$ cat config.mk
export PLATFORM = sky130hd
export DESIGN_NAME = cellrv32_cpu_cp_arbiter
export DESIGN_NICKNAME = d
export VERILOG_FILES = /design/src/rtl/cellrv32_cpu_cp_arbiter_pkg.sv /design/src/rtl/cellrv32_cpu_cp_res_mux.sv /design/src/rtl/cellrv32_cpu_cp_arbiter.sv
export SDC_FILE = /design/constraint.sdc
export NUM_CORES = 1
export LEC_CHECK = 0
export BUFFER_PORTS_ARGS = -buffer_cell sky130_fd_sc_hd__buf_2
export CAP_MARGIN = 20
export CORE_AREA = 2 2 176 178
export DETAILED_ROUTE_END_ITERATION = 7
export DIE_AREA = 0 0 178 180
export MAX_ROUTING_LAYER = met4
export SLEW_MARGIN = 20
export SYNTH_ARGS = -nofsm -noshare
export SYNTH_HDL_FRONTEND = slang
export SYNTH_HIERARCHICAL = 1
export SYNTH_SLANG_ARGS = --single-unit
$ cat constraint.sdc
create_clock -name clk_i -period 5.5 [get_ports clk_i]
set_input_delay 0.55 -clock clk_i [delete_from_list [all_inputs] [get_ports clk_i]]
set_output_delay 0.55 -clock clk_i [all_outputs]
set_load 0.01 [all_outputs]
$ cat src/rtl/cellrv32_cpu_cp_arbiter_pkg.sv
// Shared types and constants for the co-processor dispatch/collect arbiter.
//   cp_state_t      : arbiter FSM states
//   cp_sel_*_c      : slot index of each co-processor in the trigger/start/valid vectors
//   cp_is_onehot    : true when exactly one bit of a (zero-extended) trigger is set
package cellrv32_cpu_cp_arbiter_pkg;

  typedef enum logic [1:0] {
    StIdle = 2'd0,
    StBusy = 2'd1,
    StCapt = 2'd2
  } cp_state_t;

  localparam int unsigned cp_sel_cond_c   = 0;
  localparam int unsigned cp_sel_shift_c  = 1;
  localparam int unsigned cp_sel_muldiv_c = 2;
  localparam int unsigned cp_sel_bitm_c   = 3;
  localparam int unsigned cp_sel_fpu_c    = 4;
  localparam int unsigned cp_sel_cfu_c    = 5;
  localparam int unsigned cp_sel_crypto_c = 6;
  localparam int unsigned cp_sel_rsvd_c   = 7;

  // NCP is at most 16, so callers zero-extend their trigger to 16 bits.
  function automatic logic cp_is_onehot(input logic [15:0] v);
    return (v != 16'd0) && ((v & (v - 16'd1)) == 16'd0);
  endfunction

endpackage

$ cat src/rtl/cellrv32_cpu_cp_res_mux.sv
// One-hot AND-OR result selector.
//   sel_i : one-hot slot select (NCP bits)
//   res_i : packed per-slot results, slot k in [k*XLEN +: XLEN]
//   res_o : OR of all slots gated by their select bit
module cellrv32_cpu_cp_res_mux #(
  parameter int unsigned NCP  = 8,
  parameter int unsigned XLEN = 32
) (
  input  logic [NCP-1:0]      sel_i,
  input  logic [NCP*XLEN-1:0] res_i,
  output logic [XLEN-1:0]     res_o
);

  always_comb begin
    res_o = '0;
    for (int unsigned k = 0; k < NCP; k++) begin
      res_o = res_o | (res_i[k*XLEN +: XLEN] & {XLEN{sel_i[k]}});
    end
  end

endmodule

$ cat src/rtl/cellrv32_cpu_cp_arbiter.sv
// Dispatch/collect stage between the ALU control and the co-processor bank.
//   clk_i, rstn_i        : clock, asynchronous active-low reset
//   trig_i, kill_i       : one-hot trigger pulse, abort
//   rs1_i, rs2_i         : operands, latched on an accepted trigger
//   op_a_o, op_b_o       : latched operands broadcast to all co-processors
//   cp_start_o           : start level of the selected slot while BUSY
//   cp_valid_i, cp_res_i : per-slot valid and packed results
//   res_o                : captured result (held until next capture)
//   done_o, exc_o        : registered completion / error pulses
//   busy_o               : operation in flight
module cellrv32_cpu_cp_arbiter
  import cellrv32_cpu_cp_arbiter_pkg::*;
#(
  parameter int unsigned XLEN    = 32,
  parameter int unsigned NCP     = 8,
  parameter int unsigned TMO_CYC = 255
) (
  input  logic                clk_i,
  input  logic                rstn_i,
  input  logic [NCP-1:0]      trig_i,
  input  logic                kill_i,
  input  logic [XLEN-1:0]     rs1_i,
  input  logic [XLEN-1:0]     rs2_i,
  output logic [XLEN-1:0]     op_a_o,
  output logic [XLEN-1:0]     op_b_o,
  output logic [NCP-1:0]      cp_start_o,
  input  logic [NCP-1:0]      cp_valid_i,
  input  logic [NCP*XLEN-1:0] cp_res_i,
  output logic [XLEN-1:0]     res_o,
  output logic                done_o,
  output logic                exc_o,
  output logic                busy_o
);

  localparam int unsigned CntW = $clog2(TMO_CYC + 1);
  localparam logic [CntW-1:0] TmoLast = CntW'(TMO_CYC - 1);

  cp_state_t       state_q, state_d;
  logic [NCP-1:0]  sel_q, sel_d;
  logic [XLEN-1:0] op_a_q, op_a_d, op_b_q, op_b_d, res_q, res_d;
  logic [CntW-1:0] cnt_q, cnt_d;
  logic            done_q, done_d, exc_q, exc_d;

  logic            trig_onehot, sel_hit, tmo_hit;
  logic [XLEN-1:0] mux_res;

  assign trig_onehot = cp_is_onehot(16'(trig_i));
  // Valid from unselected slots is masked off here.
  assign sel_hit     = (cp_valid_i & sel_q) != '0;
  assign tmo_hit     = (cnt_q == TmoLast);

  cellrv32_cpu_cp_res_mux #(
    .NCP  (NCP),
    .XLEN (XLEN)
  ) u_res_mux (
    .sel_i (sel_q),
    .res_i (cp_res_i),
    .res_o (mux_res)
  );

  // State register.
  always_ff @(posedge clk_i or negedge rstn_i) begin
    if (!rstn_i) begin
      state_q <= StIdle;
    end else begin
      state_q <= state_d;
    end
  end

  // Next-state logic; kill overrides everything.
  always_comb begin
    state_d = state_q;
    unique case (state_q)
      StIdle: if (trig_onehot) state_d = StBusy;
      StBusy: begin
        if (sel_hit) begin
          state_d = StCapt;
        end else if (tmo_hit) begin
          state_d = StIdle;
        end
      end
      StCapt:  state_d = StIdle;
      default: state_d = StIdle;
    endcase
    if (kill_i) state_d = StIdle;
  end

  // Outputs decoded from the current state.
  always_comb begin
    cp_start_o = (state_q == StBusy) ? sel_q : '0;
    busy_o     = (state_q != StIdle);
  end

  // Datapath next-state: operand latches, counter, result and pulses.
  always_comb begin
    sel_d  = sel_q;
    op_a_d = op_a_q;
    op_b_d = op_b_q;
    res_d  = res_q;
    cnt_d  = cnt_q;
    done_d = 1'b0;
    exc_d  = 1'b0;
    if (!kill_i) begin
      unique case (state_q)
        StIdle: begin
          if (trig_onehot) begin
            sel_d  = trig_i;
            op_a_d = rs1_i;
            op_b_d = rs2_i;
            cnt_d  = '0;
          end else if (trig_i != '0) begin
            done_d = 1'b1;
            exc_d  = 1'b1;
          end
        end
        StBusy: begin
          cnt_d = cnt_q + 1'b1;
          if (!sel_hit && tmo_hit) begin
            res_d  = '0;
            done_d = 1'b1;
            exc_d  = 1'b1;
          end
        end
        // Co-processors register their result on the valid cycle, so it is
        // taken one cycle later.
        StCapt: begin
          res_d  = mux_res;
          done_d = 1'b1;
        end
        default: ;
      endcase
    end
  end

  always_ff @(posedge clk_i or negedge rstn_i) begin
    if (!rstn_i) begin
      sel_q  <= '0;
      op_a_q <= '0;
      op_b_q <= '0;
      res_q  <= '0;
      cnt_q  <= '0;
      done_q <= 1'b0;
      exc_q  <= 1'b0;
    end else begin
      sel_q  <= sel_d;
      op_a_q <= op_a_d;
      op_b_q <= op_b_d;
      res_q  <= res_d;
      cnt_q  <= cnt_d;
      done_q <= done_d;
      exc_q  <= exc_d;
    end
  end

  assign op_a_o = op_a_q;
  assign op_b_o = op_b_q;
  assign res_o  = res_q;
  assign done_o = done_q;
  assign exc_o  = exc_q;

endmodule

# Word-level counts from Yosys, hierarchy flattened
# Index checks and enable logic that the tools add are counted.
[word_totals]
word_cells = 66
regBits = 116
[op_classes]
bitwise_logic = 18
eq_ne = 7
n_reduce_logical = 14
add_sub_neg = 2
n_mux = 17
[ops]
columns = ["cell", "n"]
rows = [
  ["$and A32 B32 Y32", 8],
  ["$or A32 B32 Y32", 7],
  ["$pmux W32 S2", 1],
  ["$mux W32", 1],
  ["$and A8 B16 Y16", 1],
  ["$logic_not A16 Y1", 1],
  ["$mux W8", 2],
  ["$pmux W8 S2", 1],
  ["$reduce_bool A8 Y1", 2],
  ["$reduce_and A3 Y1", 3],
  ["$sub A8 B1 Y9 const B", 1],
  ["$add A8 B1 Y8 const B", 1],
  ["$and A8 B8 Y8", 1],
  ["$eq A8 B8 Y1 const B", 1],
  ["$mux W2", 4],
  ["$reduce_bool A2 Y1", 3],
  ["$mux W1", 5],
  ["$ne A4 B4 Y1 const B", 1],
  ["$pmux W2 S2", 1],
  ["$ne A3 B3 Y1 const B", 1],
  ["$pmux W1 S3", 1],
  ["$eq A2 B1 Y1 const B", 1],
  ["$eq A2 B2 Y1 const B", 1],
  ["$logic_and A1 B1 Y1", 2],
  ["other kinds (7)", 7],
]

# Depth between registers and ports, before layout
[logic_depth]
word_depth = 9
mapped_depth = 7
depth_no_buf = 6

# By module
# The synthesis kept the hierarchy.
[by_module_without_submodules]
columns = ["module", "area_per_inst_um2", "cells_each", "seq_area_each_um2", "instances"]
rows = [
  ["cellrv32_cpu_cp_arbiter", 5127.4, 388, 2902.8, 1],
  ["cellrv32_cpu_cp_res_mux", 1318.8, 184, 0.0, 1],
]

# Least setup slack after synthesis
# No wires, ideal clock.
[synth_path]
path_type = "input port to flip-flop"
start = "input trig_i[0]"
end = "register op_b_q[0], in the netlist op_b_o[0]"
path_stages = 7
setup_time_ns = 0.125
slack_ns = 3.290
n_path_buf = 2
arrival_ns = 2.085
path_cell_list = "or3_1 -> nand2b_1 -> o32ai_2 -> and2_4 -> buf_12 -> buf_8 -> mux2_4"
[synth_between]
elab_chain_cells = 5
elab_cells_between_ends = 6
classes_between = "add/sub: 1; bitwise: 1; reduce/logical: 4"
[synth_rtl]
columns = ["element", "line_no", "rtl"]
rows = [
  ["start: declaration", "cellrv32_cpu_cp_arbiter.sv:20", "input logic [NCP-1:0] trig_i,"],
  ["$sub A8 B1 Y9", "cellrv32_cpu_cp_arbiter_pkg.sv:24", "return (v != 16'd0) && ((v & (v - 16'd1)) == 16'd0);"],
  ["$and A8 B16 Y16", "cellrv32_cpu_cp_arbiter_pkg.sv:24", ""],
  ["$logic_not A16 Y1", "cellrv32_cpu_cp_arbiter_pkg.sv:24", ""],
  ["$logic_and A1 B1 Y1 (*)", "cellrv32_cpu_cp_arbiter_pkg.sv:24", ""],
  ["$reduce_and A3 Y1 (no line) (*)", "-", ""],
  ["end signal: assignment", "cellrv32_cpu_cp_arbiter.sv:147", "op_b_q <= op_b_d;"],
  ["end: declaration", "cellrv32_cpu_cp_arbiter.sv:40", "logic [XLEN-1:0] op_a_q, op_a_d, op_b_q, op_b_d, res_q, res_d;"],
]
# Every way passes the cells marked *; elsewhere a longest branch is shown, timed or not.
# A chain may end at the register's enable or synchronous reset.

# Worst setup path in the final report
[layout_path]
start = "input trig_i[0]"
end = "register op_a_q[21], in the netlist op_a_o[21]"
[layout_between]
elab_chain_cells = 5
elab_cells_between_ends = 6
classes_between = "add/sub: 1; bitwise: 1; reduce/logical: 4"
[layout_rtl]
columns = ["element", "line_no", "rtl"]
rows = [
  ["$sub A8 B1 Y9", "cellrv32_cpu_cp_arbiter_pkg.sv:24", ""],
  ["$and A8 B16 Y16", "cellrv32_cpu_cp_arbiter_pkg.sv:24", ""],
  ["$logic_not A16 Y1", "cellrv32_cpu_cp_arbiter_pkg.sv:24", ""],
  ["$logic_and A1 B1 Y1 (*)", "cellrv32_cpu_cp_arbiter_pkg.sv:24", ""],
  ["$reduce_and A3 Y1 (no line) (*)", "-", ""],
  ["end signal: assignment", "cellrv32_cpu_cp_arbiter.sv:146", "op_a_q <= op_a_d;"],
  ["end: declaration", "cellrv32_cpu_cp_arbiter.sv:40", ""],
]
# Marked as above.

==> impl_summary.md <==
Setup path
The most critical setup path has its endpoint at op_a_o[21]. For the worst flop-to-flop path, the logic depth is 5. STA classifies the critical path startpoint as a primary input. The largest fanout on the critical path is 30. At the worst endpoint, the arrival time is approximately 3.0 ns. The required arrival time at the worst endpoint is 5.78 ns. In this run the critical register-to-register path is captured at op_a_o[21]. The kind of critical path is in -> reg. Setup slack on the worst reg-to-reg path comes out at 3.02 ns.

STA classifies the critical path endpoint as a register. The launching instance or port of the critical path is trig_i[0]. The startpoint identified for the worst register-to-register timing path is state_q[1].

Floorplanning
The effective utilization at floorplan is between 20% and 30%. The row count is between 60 and 70. The horizontal extent of the die is 178 um. The boundary pin count is 446. The core region is 0.0302 mm2. The area enclosed by the die boundary is roughly 0.032 mm2. The floorplan step set the die height to 180 um.

Clock network
The tree is rooted in a sky130_fd_sc_hd__clkbuf_16. The tree built by TritonCTS fans out to around 120 sinks. The worst-skew pair later-pin latency is 0.41 ns. Clock-pin slew was measured on the worst setup and hold paths at 0.06 ns.

Counting along the longest clock path gives a buffer depth of 2. The count of hold buffers inserted by post-cts repair is 0. The CTS tree is done. The post-CTS setup-driven buffer insertion count is 0. The H-tree depth reported by CTS is 4. Post-CTS repair changed the size of 0 cells. Buffers inserted during clock tree synthesis total 17.

STA
The clock arrives with around 0.014 ns of skew. The final hold violation count came to 0. Timing would allow up to 0.370 GHz. The transition time of the tightest slew-check pin is 0.935 ns. The final max-slew violation count came to 0. Of the available clock period, the critical path in the final layout requires 49.1%. Setup violations remaining at the end of the flow were counted as 0.

Setup repair after global routing left no endpoint under its margin. The relative max-transition margin is between 30% and 40%. Adding up every negative setup slack in the final design gives 0 ns.

The time the final worst path needs with I/O delays and setup is 2.70 ns.

Logic synthesis
In the synthesized netlist, the cells that appear most often are sky130_fd_sc_hd__a22oi_1, sky130_fd_sc_hd__dfrtp_1, sky130_fd_sc_hd__nand2_1. The number of warning messages in the yosys log is 6. The flip-flop and latch count after synthesis is 116. The post-synth net total is 913. Yosys instantiated no cell more often than sky130_fd_sc_hd__a22oi_1. The library cell with the largest summed area after synthesis is sky130_fd_sc_hd__dfrtp_1.

The total standard cell area after synthesis is 0.00645 mm2. The unique cell type count in the Yosys netlist is 44. The top-area cell type share of the netlist area is 45.0%. The cell count after synthesis came out at between 500 and 600.

Yosys mapped a number of flops with a built-in enable equal to 0. Sequential elements use 45.0% of the synthesized area. The post-synthesis average cell area is 11.3 um2. Counting flops with an async set or reset pin after synthesis yields a share of 100%. By area the synthesized netlist is led by sky130_fd_sc_hd__dfrtp_1, sky130_fd_sc_hd__mux2_4, sky130_fd_sc_hd__a22oi_1.

The most used flip-flop cell after synthesis is sky130_fd_sc_hd__dfrtp_1.

Final layout
From synthesis to final layout, the design area changed by 47.7%. The sequential cells in the finished layout cover a total of 0.00291 mm2. In the final layout, the share of cells above drive strength 1 is ~56%.

At the end of the flow, the number of nets in the layout was approximately 1300. The layout filler cell count is 3136. After routing the design area is approximately 0.0095 mm2. Summing all multi-input logic gate instances after layout gives between 0.003 and 0.004 mm2.

Place
The congestion estimate from routability-driven global placement came to 0.846. Detailed placement ended at an HPWL of 19300 um. The post-placement cell area is just under 0.009 mm2. The count of port buffers added during placement is around 450.

Global route
The pin count of the biggest net entering global routing is between 70 and 80. The global-route usage over all layers is 17.1%. Global routing finished with a remaining overflow of 0. The wire length of the first global-routing pass is ~40000 um. The number of antenna violations at the first check in global routing is 2.

The number of global-route vias before repair is just over 7000.

Drt
The detailed router's first-iteration violation count is 465. The count of TritonRoute iterations in the first routing pass is 5. The detail-routed net length per standard cell is 19.3 um. Summing over every cut layer, the via total after detailed routing is 6648.

Dividing the detail-routed via count by the number of cells gives 4.70. The detail route stage leaves a number of antenna-violating nets equal to 0. The remaining routing DRC violations is 0. The wire length reported by the detailed router is 27300 um.

Power and ir drop
The overall power consumption is ~3.6 mW. For this design the static power due to leakage is 4.80 nW. The worst-case vdd ir drop is 193 uV. Dividing total power by cell area gives a power density of 377 mW/mm2.

Worst hold path
The min-delay analysis places its worst path in the category in -> async.

Flow run
The number of maximum-capacitance violations is 0.

Run status
The flow ran to the end, and the final reports show no timing, DRC or antenna violations.
## final cells by class
class,instances,share of cell area [%]
Sequential cell,116,30.5
Timing Repair Buffer,455,24.2
Antenna cell,2,0.0526
Tap cell,396,5.20
Inverter,2,0.0789
Clock buffer,19,4.65
Multi-Input combinational cell,410,33.4
Clock inverter,13,1.83
## sequential cells by signal (all words and copies together), names as in the netlist
name     flops
op_b_o      32
sel_q        8
done_o       1
res_o       32
exc_o        1
cnt_q        8
op_a_o      32
state_q      2
## stage by stage
stage               hold WS (ns)  util [%]  setup slack (ns)  cells
floorplan                  0.254         -              3.29    572
global placement           0.487      29.5              2.44   1379
detailed placement         0.487      29.5              2.39   1379
CTS                        0.308      31.5              2.83   1411
global route               0.340      31.5              2.70   1413
finish                     0.265      31.5              2.80   1413
## worst max-delay path, cell delays in order
cell and delay [ns]:
sky130_fd_sc_hd__buf_2 0.13, sky130_fd_sc_hd__or3_1 0.41, sky130_fd_sc_hd__nand2b_1 0.17, sky130_fd_sc_hd__o32ai_2 0.23, sky130_fd_sc_hd__and2_4 0.57, sky130_fd_sc_hd__buf_4 0.52, sky130_fd_sc_hd__mux2_4 0.34
## layer usage
metal | global-route usage, % | vias up | routed length (um)
met1 | 17.7 | 3181 | 10200
met3 | 4.17 | 53 | 2110
met2 | 30.5 | 353 | 14100
met4 | 7.11 | 0 | 877
met5 | - | - | 0
li1 | - | 3061 | -
## logic make-up (layout without fill, tap and decap cells)
logic type	Yosys count	after routing	share of synthesized area [%]
buf+inv	46	489	5.73
compound gates	185	185	20.5
xor+xnor	1	1	0.136
fa+ha+maj	3	3	0.543
other cells	0	2	0
flops	116	116	45.0
simple gates	148	148	11.4
mux	73	73	16.8
## layout by cell type (no fill, tap or decap), types with 2 or more instances in the layout
| cell | count |
|---|---|
| sky130_fd_sc_hd__nor4b_1 | 2 |
| sky130_fd_sc_hd__and2_1 | 8 |
| sky130_fd_sc_hd__nor3_1 | 3 |
| sky130_fd_sc_hd__dfrtp_2 | 3 |
| sky130_fd_sc_hd__dfrtp_1 | 113 |
| sky130_fd_sc_hd__or3_1 | 2 |
| sky130_fd_sc_hd__buf_2 | 444 |
| sky130_fd_sc_hd__a22o_1 | 7 |
| sky130_fd_sc_hd__buf_4 | 11 |
| sky130_fd_sc_hd__mux2_2 | 3 |
| sky130_fd_sc_hd__or4_1 | 2 |
| sky130_fd_sc_hd__nor2_1 | 8 |
| sky130_fd_sc_hd__clkinv_4 | 4 |
| sky130_fd_sc_hd__a21o_1 | 3 |
| sky130_fd_sc_hd__ha_1 | 2 |
| sky130_fd_sc_hd__nand3_1 | 6 |
| sky130_fd_sc_hd__clkbuf_16 | 17 |
| sky130_fd_sc_hd__clkinvlp_4 | 2 |
| sky130_fd_sc_hd__nand2_1 | 70 |
| sky130_fd_sc_hd__inv_1 | 2 |
| sky130_fd_sc_hd__diode_2 | 2 |
| sky130_fd_sc_hd__inv_6 | 2 |
| sky130_fd_sc_hd__nand4_1 | 36 |
| sky130_fd_sc_hd__a211oi_1 | 3 |
| sky130_fd_sc_hd__bufinv_16 | 3 |
| sky130_fd_sc_hd__a22oi_1 | 130 |
| sky130_fd_sc_hd__mux2_4 | 69 |
| sky130_fd_sc_hd__o21ai_0 | 36 |
## report_power, final
part | internal, mW | leakage, nW | total (mW) | switching [mW]
Sequential | 1.05 | 1.51 | 1.25 | 0.200
Clock | 0.734 | 0.296 | 1.19 | 0.453
Combinational | 0.568 | 2.99 | 1.16 | 0.589
## worst min-delay path by stage
stage | endpoint | cells past startpoint | slack (ns) | start
2_1_floorplan | cnt_q[0] | 0 | 0.25 | rstn_i
3_3_place_gp | op_b_o[9] | 1 | 0.49 | op_b_o[9]
3_5_place_dp | op_a_o[11] | 1 | 0.49 | op_a_o[11]
4_1_cts | op_a_o[17] | 1 | 0.31 | rstn_i
5_1_grt | op_a_o[28] | 2 | 0.34 | rs1_i[28]
6_report | op_a_o[24] | 1 | 0.26 | rstn_i
No activity file was read; power rests on OpenSTA's default activity.
